## src/rtl/sevseg_scan.sv

```systemverilog
// -----------------------------------------------------------------------------
// sevseg_scan
//
// Multiplexed seven-segment display driver. It time-division scans DIGITS
// digits from one shared segment bus and decodes full hex 0-F. It supports
// per-digit decimal points, optional leading-zero blanking and selectable
// output polarity.
//
// New values are loaded into a shadow register. The shadow is copied into the
// displayed register only at the frame wrap, so a frame never mixes old and
// new digits.
//
// Parameters
//   DIGITS         number of scanned digits (1..8)
//   REFRESH_DIV    clock cycles each digit stays lit (>= 2)
//   SEG_ACTIVE_LOW 1: a lit segment / decimal point is driven 0
//   AN_ACTIVE_LOW  1: the selected digit enable is driven 0
//
// Ports
//   clk       single clock, rising edge
//   rst       synchronous, active-high reset
//   load      one-cycle strobe capturing value / dp_in
//   value     hex nibbles, value[3:0] is digit 0 (rightmost)
//   dp_in     decimal point request per digit
//   blank_lz  level input enabling leading-zero blanking
//   seg       segment drive, seg[0]=a .. seg[6]=g
//   dp        decimal point drive for the selected digit
//   an        one-hot digit enables
//   frame     one-cycle pulse when digit 0 of a new frame is first shown
// -----------------------------------------------------------------------------
module sevseg_scan #(
    parameter int DIGITS         = 4,
    parameter int REFRESH_DIV    = 50000,
    parameter bit SEG_ACTIVE_LOW = 1'b1,
    parameter bit AN_ACTIVE_LOW  = 1'b1
) (
    input  logic                clk,
    input  logic                rst,
    input  logic                load,
    input  logic [4*DIGITS-1:0] value,
    input  logic [DIGITS-1:0]   dp_in,
    input  logic                blank_lz,
    output logic [6:0]          seg,
    output logic                dp,
    output logic [DIGITS-1:0]   an,
    output logic                frame
);

    localparam int IDX_W = (DIGITS > 1) ? $clog2(DIGITS) : 1;
    localparam int CNT_W = $clog2(REFRESH_DIV);

    localparam logic [IDX_W-1:0]  IDX_LAST = IDX_W'(DIGITS - 1);
    localparam logic [CNT_W-1:0]  CNT_LAST = CNT_W'(REFRESH_DIV - 1);

    // Inactive output levels, used while in reset.
    localparam logic [6:0]        SEG_OFF = {7{SEG_ACTIVE_LOW}};
    localparam logic              DP_OFF  = SEG_ACTIVE_LOW;
    localparam logic [DIGITS-1:0] AN_OFF  = {DIGITS{AN_ACTIVE_LOW}};

    // Segment pattern for a hex nibble, active-high, bit 0 = a .. bit 6 = g.
    function automatic logic [6:0] hex_to_seg(input logic [3:0] nib);
        logic [6:0] s;
        case (nib)
            4'h0:    s = 7'h3F;
            4'h1:    s = 7'h06;
            4'h2:    s = 7'h5B;
            4'h3:    s = 7'h4F;
            4'h4:    s = 7'h66;
            4'h5:    s = 7'h6D;
            4'h6:    s = 7'h7D;
            4'h7:    s = 7'h07;
            4'h8:    s = 7'h7F;
            4'h9:    s = 7'h6F;
            4'hA:    s = 7'h77;
            4'hB:    s = 7'h7C;
            4'hC:    s = 7'h39;
            4'hD:    s = 7'h5E;
            4'hE:    s = 7'h79;
            default: s = 7'h71;
        endcase
        return s;
    endfunction

    // Scan state. The dwell timer is a down-counter. It reloads at its
    // terminal count, which is the cycle the scan index moves on.
    logic [CNT_W-1:0]    tmr_q, tmr_d;
    logic [IDX_W-1:0]    idx_q, idx_d;
    logic                wrap_q, wrap_d;

    // Displayed and pending (shadow) data
    logic [4*DIGITS-1:0] disp_val_q, disp_val_d;
    logic [DIGITS-1:0]   disp_dp_q, disp_dp_d;
    logic [4*DIGITS-1:0] pend_val_q, pend_val_d;
    logic [DIGITS-1:0]   pend_dp_q, pend_dp_d;
    logic                pend_v_q, pend_v_d;

    // Registered outputs
    logic [6:0]          seg_q, seg_d;
    logic                dp_q, dp_d;
    logic [DIGITS-1:0]   an_q, an_d;
    logic                frame_q, frame_d;

    logic                tc;
    logic                wrap;

    logic [3:0]          nib_sel;
    logic                dp_sel;
    logic                blank_sel;
    logic [DIGITS-1:0]   an_sel;
    logic [6:0]          seg_lit;

    // -------------------------------------------------------------------------
    // Scan timer, index and shadow register
    // -------------------------------------------------------------------------
    always_comb begin
        tc   = (tmr_q == '0);
        wrap = tc && (idx_q == IDX_LAST);

        tmr_d = tc ? CNT_LAST : (tmr_q - CNT_W'(1));

        idx_d = idx_q;
        if (tc) begin
            idx_d = (idx_q == IDX_LAST) ? '0 : (idx_q + IDX_W'(1));
        end

        disp_val_d = disp_val_q;
        disp_dp_d  = disp_dp_q;
        pend_val_d = pend_val_q;
        pend_dp_d  = pend_dp_q;
        pend_v_d   = pend_v_q;

        if (wrap) begin
            // A load on the wrap edge bypasses the shadow. It would otherwise
            // miss this commit and wait a whole extra frame.
            if (load) begin
                disp_val_d = value;
                disp_dp_d  = dp_in;
            end else if (pend_v_q) begin
                disp_val_d = pend_val_q;
                disp_dp_d  = pend_dp_q;
            end
            pend_v_d = 1'b0;
        end else if (load) begin
            pend_val_d = value;
            pend_dp_d  = dp_in;
            pend_v_d   = 1'b1;
        end

        // Remember the wrap so the output stage can flag the first cycle of
        // the new frame. Reset clears it, so no pulse follows a reset.
        wrap_d = wrap;
    end

    // -------------------------------------------------------------------------
    // Output decode. Works from the registered scan state, so the pins trail
    // the internal index by one cycle.
    // -------------------------------------------------------------------------
    always_comb begin
        nib_sel   = 4'h0;
        dp_sel    = 1'b0;
        blank_sel = 1'b0;
        an_sel    = '0;

        for (int i = 0; i < DIGITS; i++) begin
            if (idx_q == IDX_W'(i)) begin
                nib_sel   = disp_val_q[4*i +: 4];
                dp_sel    = disp_dp_q[i];
                an_sel[i] = 1'b1;
                // A digit is a leading zero when it and every digit above it
                // are zero. Digit 0 always shows.
                blank_sel = blank_lz && (i != 0) && ((disp_val_q >> (4*i)) == '0);
            end
        end

        seg_lit = blank_sel ? 7'h00 : hex_to_seg(nib_sel);

        seg_d   = SEG_ACTIVE_LOW ? ~seg_lit : seg_lit;
        dp_d    = SEG_ACTIVE_LOW ? ~dp_sel  : dp_sel;
        an_d    = AN_ACTIVE_LOW  ? ~an_sel  : an_sel;
        frame_d = wrap_q;
    end

    // -------------------------------------------------------------------------
    // Registers
    // -------------------------------------------------------------------------
    always_ff @(posedge clk) begin
        if (rst) begin
            tmr_q      <= CNT_LAST;
            idx_q      <= '0;
            wrap_q     <= 1'b0;
            disp_val_q <= '0;
            disp_dp_q  <= '0;
            pend_val_q <= '0;
            pend_dp_q  <= '0;
            pend_v_q   <= 1'b0;
            seg_q      <= SEG_OFF;
            dp_q       <= DP_OFF;
            an_q       <= AN_OFF;
            frame_q    <= 1'b0;
        end else begin
            tmr_q      <= tmr_d;
            idx_q      <= idx_d;
            wrap_q     <= wrap_d;
            disp_val_q <= disp_val_d;
            disp_dp_q  <= disp_dp_d;
            pend_val_q <= pend_val_d;
            pend_dp_q  <= pend_dp_d;
            pend_v_q   <= pend_v_d;
            seg_q      <= seg_d;
            dp_q       <= dp_d;
            an_q       <= an_d;
            frame_q    <= frame_d;
        end
    end

    assign seg   = seg_q;
    assign dp    = dp_q;
    assign an    = an_q;
    assign frame = frame_q;

endmodule
```

## config.mk

```make
export PLATFORM = sky130hd
export DESIGN_NAME = sevseg_scan
export DESIGN_NICKNAME = d
export VERILOG_FILES = /design/src/rtl/sevseg_scan.sv
export SDC_FILE = /design/constraint.sdc
export NUM_CORES = 1
export LEC_CHECK = 0
export ABC_CLOCK_PERIOD_IN_PS = 2400
export BUFFER_PORTS_ARGS = -buffer_cell sky130_fd_sc_hd__buf_2
export CORE_MARGIN = 4
export CORE_UTILIZATION = 32
export CTS_CLUSTER_DIAMETER = 40
export DETAILED_ROUTE_END_ITERATION = 16
export PLACE_DENSITY = 0.52
export REMOVE_ABC_BUFFERS = 1
export SLEW_MARGIN = 20
export SYNTH_ARGS = -nofsm -noshare
export SYNTH_HDL_FRONTEND = slang
export SYNTH_SLANG_ARGS = --single-unit
```

## constraint.sdc

```tcl
create_clock -name clk -period 2.4 [get_ports clk]
set_input_delay 0 -clock clk [delete_from_list [all_inputs] [get_ports clk]]
set_output_delay 0 -clock clk [all_outputs]
set_load 0.005 [all_outputs]
```

Word-level counts from Yosys, hierarchy flattened
Memories as Yosys holds them, arrays and structs flattened.
Index checks and enable logic that the tools add are counted.

cells by class
  add/subtract/negate cells = 2
  equality and inequality tests = 3
  muxes and demuxes = 21
  bitwise gates (word level) = 4
  reduce and logical (&&, ||, !) cells = 14

operators by type and width
  cell                                                number
  logical NOT 16 bit                                  4
  two-way mux 16 bit                                  2
  two-way mux 4 bit                                   6
  subtractor 16 x 1 -> 16 bit, second input constant  1
  two-way mux 1 bit                                   11
  two-way mux 7 bit                                   1
  inverter 7 bit                                      1
  == test 2 bit, second input constant                2
  logical AND 1 bit                                   4
  inverter 4 bit                                      1
  AND reduction 2 bit                                 2
  OR reduction 2 bit                                  2
  adder 2 x 1 -> 2 bit, second input constant         1
  == test 2 x 1 -> 1 bit, second input constant       1
  logical NOT 2 bit                                   1
  two-way mux 2 bit                                   1
  inverter 1 bit                                      2
  nonzero test 2 bit                                  1

storage, ports and cells
  register bits after elaboration = 73
  memory bits (read-only) = 112
  input port bits = 24
  output and inout port bits = 13
  logic and storage cells = 57
  memories = 1

memory list
  memory           depth  bits a word  read ports  clocked after memory_dff  write ports  RTL line  source
  (no name shown)  16     7            1           0                         0            63        case (nib)

Depth between registers and ports, before layout
An unclocked memory read counts as a cell.

  depth after elaboration = 8
  depth in mapped cells = 11
  mapped depth without buffers = 10

Worst setup path after synthesis
No wires, ideal clock.

  path type = reg2reg
  start = register idx_q[1]
  end = register seg_q[3] (netlist: seg[3])
  setup time = 59 ps
  arrival time = 2372 ps
  data required time = 2341 ps
  slack = -31 ps
  cell stages (with the launch flop) = 12
  path buffers = 1
  clock period less this slack = 2431 ps
  cells stage by stage = dfxtp_1 inv_1 ha_1 buf_2 nor2b_1 a22oi_1 a221oi_1 inv_1 ha_1 mux2i_1 mux2_2 nand2_1

between the ends
  cells in the longest elaborated chain, start to end = 8
  elaborated cells on any way between the ends = 14
  classes of those cells = 3 x eq/ne; 8 x mux; 1 x bitwise; 1 x reduce/logical; 1 x memory

RTL lines
  item                             RTL line  source
  from (decl)                      87        logic [IDX_W-1:0] idx_q, idx_d;
  from (signal assigned)           202       idx_q <= idx_d;
  logical NOT 2 bit                165       if (idx_q == IDX_W'(i)) begin
  two-way mux 4 bit (4 in series)  165
  memory (16 x 7 bit)              --
  two-way mux 7 bit (*)            175       seg_lit = blank_sel ? 7'h00 : hex_to_seg(nib_sel);
  inverter 7 bit (*)               177       seg_d = SEG_ACTIVE_LOW ? ~seg_lit : seg_lit;
  to (signal assigned)             209       seg_q <= seg_d;
  to (decl)                        98        logic [6:0] seg_q, seg_d;

Mark *: on every way between the ends. The rest lies on a longest branch, timed or not.
A chain may end at the register's enable or synchronous reset.

Final worst setup path
Ends and elaborated chain as after synthesis.

==> metrics.csv <==
metric,value,unit
status,completed,
initial antenna violation count,0,
CP Data Arrival Time,2430,ps
synthesized cell area,3340,sq um
placed cell count,507,
hold path cells,2,
WP data required,2620,ps
first-pass GRT wire length,11.6,mm
peak supply drop,0.232,mV
reg2reg end,seg[3],
area of the multi-input gates,1800,sq um
"CP delay by family, top",adder cells,
Final Skew,9.87,ps
Clock Latency Late Sink,350,ps
grt total ovfl,0,
DRT Pass-1 Iters,4,
DR vias/cell,4.73,
share of the synthesized area in the top cell type,43.7,%
Hold Crit Start,rst,
Post-Route WL,6.92,mm
"Slew Viols, Final",0,
TritonCTS Sinks,73,
die area,12200,sq um
Initial Util,32.7,%
number of flops mapped to enable cells by yosys,0,
critical path class,reg -> reg,
Worst path max stage delay,380,ps
Async SR Flop Fraction,0,%
share of post-route cells with drive strength above 1,23.8,%
HP Class,in -> reg,
Syn-to-layout area delta,25.6,%
setup violators final,0,
number of fill cells in the layout,1014,
# Max-Cap Violations,0,
initial drt markers,98,
"top cells by area, synth","dfxtp_1 44%, mux2i_1 13%, a211oi_2 7.5%",
Fmax,0.453,GHz
Chip Height,110,microns
WL/cell,12.8,microns
Inserted Diodes,0,
Slowest cell on crit path,dfxtp_1,
worst reg2reg setup slack,190,ps
"commonest non-fill, non-tap cell in the layout",dfxtp_1,
Pwr Density,616,nW/um^2
Post-DRT Antenna Nets,0,
Critical Path End Type,flip-flop,
worst r2r src,idx_q[1],
post-layout util,41.1,%
Main synth FF type,dfxtp_1,
Ports,37,
Total GRT Usage,12.3,%
Yosys top cell by area,dfxtp_1,
number of global-route vias before repair,2525,
Placer Congestion,0.797,
largest net degree at the start of global routing,41,
Slew @ Worst Pin,686,ps
Final Instance Count excl. Fillers,543,
min cycle time layout,2210,ps
Yosys reg bits,73,
H-tree depth,3,
most frequent cells in the layout,"73 x dfxtp_1, 58 x nor2_1, 44 x mux2i_1",
leak pwr,1.65,nW
DIE WIDTH,110,microns
CTS tree,yes,
post-synthesis instance total,340,
period utilization,92.0,%
yosys warns,0,
sequential area share after synthesis,43.7,%
Final nets,438,
core box area,10200,sq um
Via Count,2566,
TritonCTS buffer count,9,
FF/Latch Area,1460,sq um
drt drc,0,
Crit Path Max Fanout,4,
Critical path buffers and inverters,2,
Hold Fails Final Rpt,0,
overall power,2.59,mW
Worst setup SP type,flip-flop,
clock buffer depth,2,
average cell area after synthesis,9.84,sq um
PortBufs,36,
Hold EP,pend_val_q[7],
num rows,37,
"critical path, cell by cell",inv_1 -> ha_1 -> nor2b_1 -> a22oi_1 -> a221oi_2 -> inv_1 -> ha_1 -> mux2i_1 -> mux2_2 -> nand2_1,
Yosys cell types,39,
worst r2r path cells,10,
CTS Root Buffer Type,clkbuf_8,
postcts setup bufs,0,
Post-DP HPWL,4.98,mm
Clock Pin Slew Worst Setup and Hold Paths,80,ps
Slew HR,54.3,%
power by group:
part	internal, mW	switching, mW
registers	1.24	0.0148
clock network	0.690	0.464
logic	0.0893	0.0900
metrics by stage:
| stage | area [sq um] | hold WS [ps] | setup TNS [ps] | setup slack (ps) |
|---|---|---|---|---|
| finish | 4200 | 172 | 0 | 193 |
| global route | 4200 | 193 | -84.9 | -84.9 |
| CTS | 4180 | 170 | 0 | 75.6 |
| detailed placement | 3730 | 259 | -460 | -178 |
| global placement | 3730 | 247 | -87.2 | -63.2 |
| floorplan | 3260 | 64.6 | -25480 | -798 |
cells in the mapped netlist, types with 2 or more instances:
| master | n |
|---|---|
| dfxtp_1 | 73 |
| nor2_1 | 58 |
| mux2i_1 | 44 |
| nand2_1 | 23 |
| a211oi_2 | 20 |
| ha_1 | 12 |
| xnor2_1 | 11 |
| clkbuf_1 | 10 |
| inv_1 | 10 |
| a21oi_1 | 7 |
| nand2b_1 | 6 |
| nor4_1 | 6 |
| o221ai_1 | 6 |
| nor2b_1 | 5 |
| nor3_1 | 5 |
| buf_2 | 4 |
| buf_4 | 4 |
| nand3b_1 | 4 |
| xor2_1 | 4 |
| nor3b_1 | 3 |
| o21ai_0 | 3 |
| or3_1 | 3 |
| a221oi_1 | 2 |
| a311oi_1 | 2 |
per-layer routing:
metal,wire length (microns),global-route usage (%)
met5,0,0
met3,292,4.02
met4,167,4.66
met1,3060,14.1
met2,3400,21.2
cells by family (layout without fill, tap and decap cells):
| family | after synthesis | count (layout) | share of synthesized area (%) |
|---|---|---|---|
| compound gates | 46 | 46 | 12.9 |
| buf+inv | 28 | 95 | 3.74 |
| simple gates | 121 | 121 | 17.7 |
| flops | 73 | 73 | 43.7 |
| mux | 45 | 45 | 13.5 |
| xor+xnor | 15 | 15 | 3.93 |
| fa+ha+maj | 12 | 12 | 4.49 |
registers in the layout (all words and copies together), names as in the netlist, 2 cells and up:
name	count
seg	7
pend_val_q	16
pend_dp_q	4
disp_val_q	16
disp_dp_q	4
idx_q	2
an	4
tmr_q	16
repair_timing:
action / 4_1_cts / 5_1_grt
resized for setup: 1 / 5
pin swaps: 0 / 1
setup endpoints to repair: 5 / 4
hold endpoints to repair: 20 / 0
hold buffers: 20 / 0
area by class of cell:
| type | instances | share of cell area [%] |
|---|---|---|
| repair buffers | 69 | 11.7 |
| clock buffers | 9 | 2.95 |
| clock inverters | 7 | 2.83 |
| multi-input cells | 239 | 42.8 |
| flip-flops and latches | 73 | 34.8 |
| inverters | 10 | 0.893 |
| well taps | 136 | 4.05 |
how the worst max path moves through the flow:
stage	startpoint	end	slack, ps	depth (start not counted)
global placement	idx_q[1]	seg[3]	-60	10
detailed placement	idx_q[1]	seg[3]	-180	10
finish	idx_q[1]	seg[3]	190	10
global route	idx_q[1]	seg[3]	-80	10
floorplan	tmr_q[10]	disp_dp_q[0]	-800	5
CTS	idx_q[1]	seg[3]	80	10
No activity file was read; power rests on OpenSTA's default activity.
